$ cat src/rtl/scsi_io_arb.sv
// Round-robin arbiter sharing one HPS block-device channel between two scsi targets.
// Optional watchdog built when SCSI_ARB_TIMEOUT_EN is defined.
module scsi_io_arb #(
  parameter int unsigned TMO_LOG2 = 22
) (
  input  logic        clk,
  input  logic        reset,
  input  logic [63:0] t_lba,
  input  logic [1:0]  t_rd,
  input  logic [1:0]  t_wr,
  output logic [1:0]  t_ack,
  input  logic [15:0] t_buff_din,
  output logic [1:0]  t_buff_wr,
  output logic [31:0] sd_lba,
  output logic        sd_rd,
  output logic        sd_wr,
  input  logic        sd_ack,
  input  logic        sd_buff_wr,
  output logic [7:0]  sd_buff_din,
  output logic        grant,
  output logic        tmo_err
);

  localparam logic [1:0] S_IDLE  = 2'd0;
  localparam logic [1:0] S_ISSUE = 2'd1;
  localparam logic [1:0] S_XFER  = 2'd2;
  localparam logic [1:0] S_DONE  = 2'd3;

  logic [1:0] state;
  logic [1:0] req;
  logic       sel;
  logic       dir;
  logic       tmo_hit;

  assign req = t_rd | t_wr;

  // On a tie the target that was not served last wins.
  always_comb begin
    sel = grant;
    if (req == 2'b11)
      sel = ~grant;
    else if (req[0])
      sel = 1'b0;
    else if (req[1])
      sel = 1'b1;
  end

`ifdef SCSI_ARB_TIMEOUT_EN
  logic [TMO_LOG2:0] tmo_cnt;

  assign tmo_hit = tmo_cnt[TMO_LOG2];

  // Held at zero in IDLE so it starts from zero on every entry to ISSUE.
  always_ff @(posedge clk) begin
    if (reset) begin
      tmo_cnt <= '0;
      tmo_err <= 1'b0;
    end else begin
      if (state == S_ISSUE || state == S_XFER) begin
        tmo_cnt <= tmo_cnt + 1'b1;
        if (tmo_hit)
          tmo_err <= 1'b1;
      end else begin
        tmo_cnt <= '0;
      end
    end
  end
`else
  assign tmo_hit = 1'b0;
  assign tmo_err = 1'b0;
`endif

  always_ff @(posedge clk) begin
    if (reset) begin
      state  <= S_IDLE;
      grant  <= 1'b1;
      sd_lba <= '0;
      dir    <= 1'b0;
    end else begin
      case (state)
        S_IDLE: begin
          if (|req) begin
            grant  <= sel;
            sd_lba <= sel ? t_lba[63:32] : t_lba[31:0];
            dir    <= t_rd[sel];
            state  <= S_ISSUE;
          end
        end
        S_ISSUE: begin
          if (tmo_hit)
            state <= S_DONE;
          else if (sd_ack)
            state <= S_XFER;
        end
        S_XFER: begin
          if (tmo_hit || !sd_ack)
            state <= S_DONE;
        end
        S_DONE:  state <= S_IDLE;
        default: state <= S_IDLE;
      endcase
    end
  end

  always_comb begin
    sd_rd       = (state == S_ISSUE) &&  dir && !tmo_hit;
    sd_wr       = (state == S_ISSUE) && !dir && !tmo_hit;
    t_buff_wr   = '0;
    t_ack       = '0;
    sd_buff_din = grant ? t_buff_din[15:8] : t_buff_din[7:0];
    if (state == S_XFER)
      t_buff_wr = {grant & sd_buff_wr, ~grant & sd_buff_wr};
    if (state == S_DONE)
      t_ack = {grant, ~grant};
  end

endmodule

$ cat config.mk
export PLATFORM = sky130hd
export DESIGN_NAME = scsi_io_arb
export DESIGN_NICKNAME = d
export VERILOG_FILES = /design/src/rtl/scsi_io_arb.sv
export SDC_FILE = /design/constraint.sdc
export NUM_CORES = 1
export LEC_CHECK = 0
export BUFFER_PORTS_ARGS = -buffer_cell sky130_fd_sc_hd__buf_2
export CORE_MARGIN = 2
export CORE_UTILIZATION = 44
export DETAILED_ROUTE_END_ITERATION = 16
export PLACE_DENSITY_LB_ADDON = 0.2
export SETUP_SLACK_MARGIN = 0.15
export SYNTH_ARGS = -nofsm -noshare
export SYNTH_HDL_FRONTEND = slang
export SYNTH_SLANG_ARGS = --single-unit
$ cat constraint.sdc
create_clock -name clk -period 3.8 [get_ports clk]
set_clock_uncertainty 0.1 [all_clocks]
set_input_delay 0.76 -clock clk [delete_from_list [all_inputs] [get_ports clk]]
set_output_delay 0.76 -clock clk [all_outputs]
set_load 0.02 [all_outputs]
==> run summary, run 1 <==
The flow ran to the end, and the final reports show no timing, DRC or antenna violations. The die area came out at 4810 um2. Clock tree synthesis selected as its root buffer the cell clkbuf_8.

The die boundary height came out at 69.3 um. The endpoint arrival time on the critical path came out at 1650 ps. The number of failing setup endpoints in the final timing report is 0. The H-tree depth is 2. The area of the core is 4060 um2. The detailed-route via count came out at 2,206.

The final net count came out at 444. The count of filler cells inserted in the layout is 388. During synthesis, Yosys emitted a total of 0 warnings. The synthesis-to-finish area growth is 37.6%. The measured slew at the worst slew-check pin came out at 1160 ps. The clock latency on the worst-skew pair came out at 280 ps. The antenna diode count came out at 0. The min-delay analysis places its worst path in the category flop to flop. The number of buffers inserted by hold repair at cts came out at 0.

The total routed wirelength is 5580 um. The critical path startpoint category is a flop. Of the synthesized area, sequential elements account for 38.4%. The TritonCTS sink count is 36.

The largest incremental delay on the critical path came out at 800 ps. The total count of max-transition violations in the final report came to 0. The global router's overall resource usage came out at 22.4%. Once placement finished, the instance area stood at 2510 um2. The number of antenna violations at the first check in global routing was 0. The standby leakage power is 1.24 nW. The summed instance area of the synthesized netlist came out at 1880 um2. The slowest stage of the critical path belongs to the cell dfxtp_1. The post-layout worst setup margin came out at 1290 ps. The final-report hold violation count came out at 0. The startpoint of the lowest-slack hold path is sd_lba[29]$_SDFFE_PP0P_. The number of register bits inferred by synthesis came out at 36. Ranked by total cell area, the synthesized netlist is headed by dfxtp_1, o21ai_0, a31oi_1, nand3_1, mux2_2.

In this run the register-to-register setup slack is 1350 ps. Counting every instance in the synthesized netlist gives 235. Dividing the detail-routed wire length by the instance count gives 13.9 um. In the routed layout, each cell is associated on average with a via count of 5.49. In the routed design, unresolved DRC markers number 0. The hold path depth is 2.

The CTS tree is done. The number of nets in the synthesized netlist came out at 327. The maximum buffer depth of the clock tree is 2. The clock period could shrink to 2510 ps. The number of optimization iterations in the first detailed-route pass is 4. Once detailed placement completed, the half-perimeter wirelength came to 3760 um. The clock slew at the register clock pins of the worst setup and hold paths is 70 ps. The headroom to the max-slew limit came out at 22.8%. Prior to clock tree synthesis, the placed netlist has a worst setup slack of 1310 ps. The unique cell type count in the Yosys netlist came out at 31. The number of buffers inserted by post-CTS setup repair came out at 0. Routability-driven placement finished with a final weighted congestion of 0.754. The power density normalized to cell area came out at 775 nW/um2. The count of buffers from port buffering is 134. The signal on the critical path passes through mux2_2, buf_2. The tool flagged a number of max-cap violations equal to 0.

The synthesized design devotes to its leading area cell type 38.4% of total area. The first routing iteration left 143 violations. The detail route stage leaves a number of antenna-violating nets equal to 0. The highest clock rate came out at 0.399 GHz. The worst register-to-register path ends at sd_lba[30]$_SDFFE_PP0P_. The setup TNS came out at 0 ps. The final critical path takes up 66.0% of the cycle. The via count of the first global-routing pass is 1,965.

In this run the critical register-to-register path is launched from grant$_SDFFE_PP1P_. Entering global routing, the biggest net connects 68 pins. In the final layout, the share of cells above drive strength 1 is 43.5%. The average size of a mapped cell came out at 7.99 um2. The total area of sequential cells came out at 721 um2.

The sum of overflow across all layers after global routing came out at 0. The number of instances resized during post-cts repair is 0. The worst setup path is of the flop to output pin kind. The largest area contributor in the synthesized netlist is dfxtp_1. Setup repair after global routing left no endpoint under its margin. The final design area excluding fillers came out at 2580 um2.

The starting utilization of the core area came out at 46.3%. The data required time of the critical path is 2940 ps. The total CTS buffers is 5. The depth of the worst register-to-register path came out at 3.

The worst supply voltage drop on vdd came out at 0.000344 V. Of all nets on the critical path, the largest fanout is 20. The area of combinational cells with multiple inputs is 1030 um2. The wire length of the first global-routing pass is 9000 um. The number of core rows came out at 23. The critical path capture point type is an output pin. For hold timing, the worst endpoint is sd_lba[29]$_SDFFE_PP0P_. The number of I/O pins came out at 136. The width of the die came out at 69.3 um.
[flip-flops by register name (all words and copies together), names as in the netlist]
register and cells:
sd_lba 32, grant 1, dir 1, state 2
[per-stage QoR]
step / instances / hold WS (ps) / util (%) / power (W)
after floorplan: 235 / 368 / - / 0.00146
after detailed placement: 395 / 397 / 61.8 / 0.00176
after global placement: 395 / 386 / 61.8 / 0.00174
final: 402 / 398 / 63.7 / 0.00200
after CTS: 402 / 407 / 63.7 / 0.00202
after global routing: 402 / 439 / 63.7 / 0.00215
[synthesized netlist by cell type]
cell type	count
o21ai_0	56
dfxtp_1	36
nand3_1	34
a31oi_1	31
clkbuf_1	16
mux2_2	8
o21ai_1	7
buf_2	5
ha_1	4
nand2_1	4
nor2b_1	4
buf_6	3
inv_1	3
nor2_1	3
a311oi_1	2
and2_1	2
nand2b_1	2
or3_1	2
a21oi_1	1
a221oi_1	1
and3_1	1
buf_1	1
buf_4	1
conb_1	1
mux2i_1	1
nor3_2	1
nor4_1	1
o211a_1	1
o21a_1	1
o221a_1	1
o41a_1	1
[worst max path at each step]
stage / from / depth (start not counted) / slack [ps] / to
2_1_floorplan: grant$_SDFFE_PP1P_ / 3 / 1570 / sd_buff_din[2]
6_report: grant$_SDFFE_PP1P_ / 2 / 1290 / sd_buff_din[2]
3_3_place_gp: t_wr[1] / 4 / 1370 / sd_lba[11]$_SDFFE_PP0P_
5_1_grt: grant$_SDFFE_PP1P_ / 3 / 1120 / sd_lba[30]$_SDFFE_PP0P_
3_5_place_dp: t_wr[1] / 4 / 1310 / sd_lba[29]$_SDFFE_PP0P_
4_1_cts: grant$_SDFFE_PP1P_ / 2 / 1270 / sd_buff_din[2]
[kinds of logic after synthesis]
group | count (synthesis) | share of synthesized area (%)
other | 1 | 0.200
DFF | 36 | 38.4
AOI/OAI and AO/OA | 102 | 30.9
buffers and inverters | 29 | 7.53
adders and majority gates | 4 | 2.66
and+or+nand+nor | 54 | 15.0
muxes | 9 | 5.33
[report_power, final]
part	internal [W]	leakage [nW]	total [W]	switching [W]
sequential	0.000557	0.299	0.000674	0.000117
combinational	0.000382	0.900	0.00107	0.000690
clock	0.000125	0.0410	0.000258	0.000133
total	0.00106	1.24	0.00200	0.000939
[layout by cell type (no fill, tap or decap), drive strengths merged]
cell type / instances
dfxtp: 36
and3: 1
inv: 3
a311oi: 2
nand2b: 2
mux2i: 1
o21ai: 63
conb: 1
o21a: 1
nor3: 1
a221oi: 1
nand3: 34
buf: 136
o41a: 1
nor4: 1
nor2b: 4
mux2: 8
o211a: 1
o221a: 1
nor2: 3
ha: 4
a21oi: 1
nand2: 4
a31oi: 31
clkinv: 1
clkbuf: 6
or3: 2
and2: 2
[area by class of cell]
type	instances	share of cell area, %
multi-input combinational	170	39.7
sequential	36	27.9
timing repair buffer	136	26.5
clock buffer	6	2.81
tap	50	2.42
inverter	3	0.436
clock inverter	1	0.194
[critical path: cells and delay by family, from the launching register on]
family	cells	cell delay, ps
DFF	1	800
muxes	1	410
buffers and inverters	1	160
[routing by layer]
metal	up-vias	GRT usage (%)	share of wire [%]
li1	1106	-	-
met1	1010	27.6	44
met2	88	37.2	47
met3	2	7.56	8.1
met4	0	6.75	0.34
met5	-	0	0
Note: power is estimated with default switching activity, not from simulation.
==> run 2: changes to the inputs <==
- CORE_UTILIZATION: 44 -> 37
- clock period: 3.8 -> 2.3 ns (I/O delays scaled with it)
==> run summary, run 2 (same netlist as run 1, synthesis figures left out) <==
The flow ran to the end, and the final reports show no timing, DRC or antenna violations. The starting utilization of the core area came out at 39.0%. The fraction of the cycle the final worst path needs came out at 82.6%. The library cells used most frequently in the layout, excluding fill and tap cells, are buf_2, o21ai_0, dfxtp_1. The remaining antenna violation count after routing came out at 0. The final weighted congestion of routability-driven global placement came out at 0.740. During placement, the flow inserted port buffers numbering 134. The depth of the worst register-to-register path is 6. The final-report hold violation count is 0. The number of failing setup endpoints in the final timing report is 0. The standby leakage power came out at 1.29 nW.

The number of antenna violations at the first check in global routing is 0. The worst register-to-register path begins at state[0]$_SDFFE_PP0P_. The design draws 0.00341 W. The global router's overall resource usage came out at 19.8%. Leaving out fill and tap cells, the most frequent cell in the layout is buf_2. The headroom to the max-slew limit is 62.8%. The total CTS buffers came out at 5. The largest registers in the layout are sd_lba: 32 flops, state: 2 flops.

The synthesis-to-finish area growth is 43.2%. The max-cap check violation count came out at 0. STA classifies the critical path endpoint as an output pin. STA puts the critical path data arrival time at 1340 ps. The cell sitting at the root of the clock tree is a clkbuf_8. Setup repair after global routing left no endpoint under its margin. The TritonCTS sink count is 36. The number of DRC violations after detailed routing is 0. The longest clock path from root to sink contains 2 buffers. The total count of max-transition violations in the final report is 0. In the routed layout, each cell is associated on average with a via count of 5.15. The count of filler cells inserted in the layout came out at 485. The die is 75.2 um tall. Ranked by flip-flop count, first place goes to sd_lba. The clock reaches the later pin of the worst-skew pair after 270 ps. The antenna diode count is 0.

The hold path depth came out at 2. The clock slew at the register clock pins of the worst setup and hold paths is 70 ps. In this run the number of H-tree levels came out at 2. The worst setup path startpoint is grant$_SDFFE_PP1P_. The startpoint of the lowest-slack hold path is reset. The post-layout worst setup margin came out at 399 ps. The via count of the first global-routing pass is 2,040.

Based on the critical path, the design can be clocked at up to 0.526 GHz. The total routed wirelength is 5750 um. The number of buffers inserted by post-CTS setup repair came out at 0. The data required time of the critical path is 1740 ps. Buffers inserted to repair hold after CTS numbered 0. The number of instances resized during post-cts repair came out at 0. The DRC marker count from the first detailed-route iteration is 117. The detailed-route via count is 2,211.

The number of optimization iterations in the first detailed-route pass came out at 4. The share of layout cells above drive strength 1 is 45.3%. The worst setup path is launched from a flop. The worst slack after detailed placement came out at 362 ps. The area of the core came out at 4820 um2. TritonCTS built the clock tree. In the final routed layout, each cell accounts on average for 13.4 um. The wire length of the first global-routing pass is 8880 um.

The signal on the critical path passes through buf_4, mux2_2, buf_2. The largest net degree at the start of global routing came out at 68. The setup TNS came out at 0 ps.

The width of the die is 75.2 um. The final net count came out at 453. Dividing total power by cell area gives a power density of 1270 nW/um2.

For the pin with the worst max-slew slack, the measured transition is 558 ps. The final HPWL from detailed placement is 4150 um. In this run the worst path has a maximum fanout of 20. The largest incremental delay on the critical path is 360 ps. The floorplan step defined a die boundary enclosing 5660 um2. The number of I/O pins came out at 136. The setup path with the least slack is of type flop to output pin.

The worst supply voltage drop on vdd is 0.000608 V. The floorplan has 25 rows. For this design, the slowest cell found on the critical path is mux2_2. The number of buffers and inverters on the critical path came out at 2. The flip-flop count of the largest register, all copies and words added came out at 32. The cell family contributing the most delay on the critical path is buffers and inverters. The worst hold path belongs to the class input pin to flop. For the finished layout, the period the worst path requires is 1900 ps. The number of cells on the critical path came out at 3.

Global routing finished with a remaining overflow of 0.
-- run 2: worst paths after layout --
path                                                 to  slack (ps)
worst min-delay path            sd_lba[30]$_SDFFE_PP0P_         310
worst max-delay path                     sd_buff_din[0]         400
worst max register to register  sd_lba[23]$_SDFFE_PP0P_         480
worst min register to register    state[1]$_SDFFE_PP0P_         400
-- run 2: area by class of cell --
type | count | area, um2 | share of cell area, %
Multi-Input combinational cell | 170 | 1030 | 38.2
Timing Repair Buffer | 145 | 753 | 28.0
Sequential cell | 36 | 721 | 26.8
Tap cell | 67 | 83.8 | 3.12
Clock buffer | 6 | 82.6 | 3.07
Inverter | 3 | 11.3 | 0.419
Clock inverter | 2 | 10.0 | 0.372
-- run 2: through the flow --
stage	utilization, %	hold WS, ps	area [um2]	std cells
after detailed placement	53.9	394	2600	421
after floorplan	-	368	1880	235
after global routing	55.8	312	2690	429
after global placement	53.9	389	2600	421
after CTS	55.8	299	2690	429
final	55.8	307	2690	429
-- run 2: worst register-to-register path, stage by stage, from the launching register on --
cell,delay [ps]
dfxtp_1,340
inv_1,90
ha_1,240
o41a_2,160
buf_4,450
o21ai_0,180
a31oi_1,190
-- run 2: where the power goes --
| part | total [W] | internal [W] | switching [W] |
|---|---|---|---|
| sequential | 0.00106 | 0.000921 | 0.000143 |
| clock | 0.000453 | 0.000239 | 0.000214 |
| combinational | 0.00189 | 0.000684 | 0.00121 |
| total | 0.00341 | 0.00184 | 0.00156 |
-- run 2: per-layer routing --
| layer | vias to the layer above | GRT usage [%] | part of all wire (%) |
|---|---|---|---|
| met2 | 93 | 33.4 | 47 |
| met3 | 2 | 4.69 | 8.5 |
| met5 | - | 0 | 0 |
| li1 | 1129 | - | - |
| met4 | 0 | 4.29 | 0.33 |
| met1 | 987 | 26.0 | 44 |
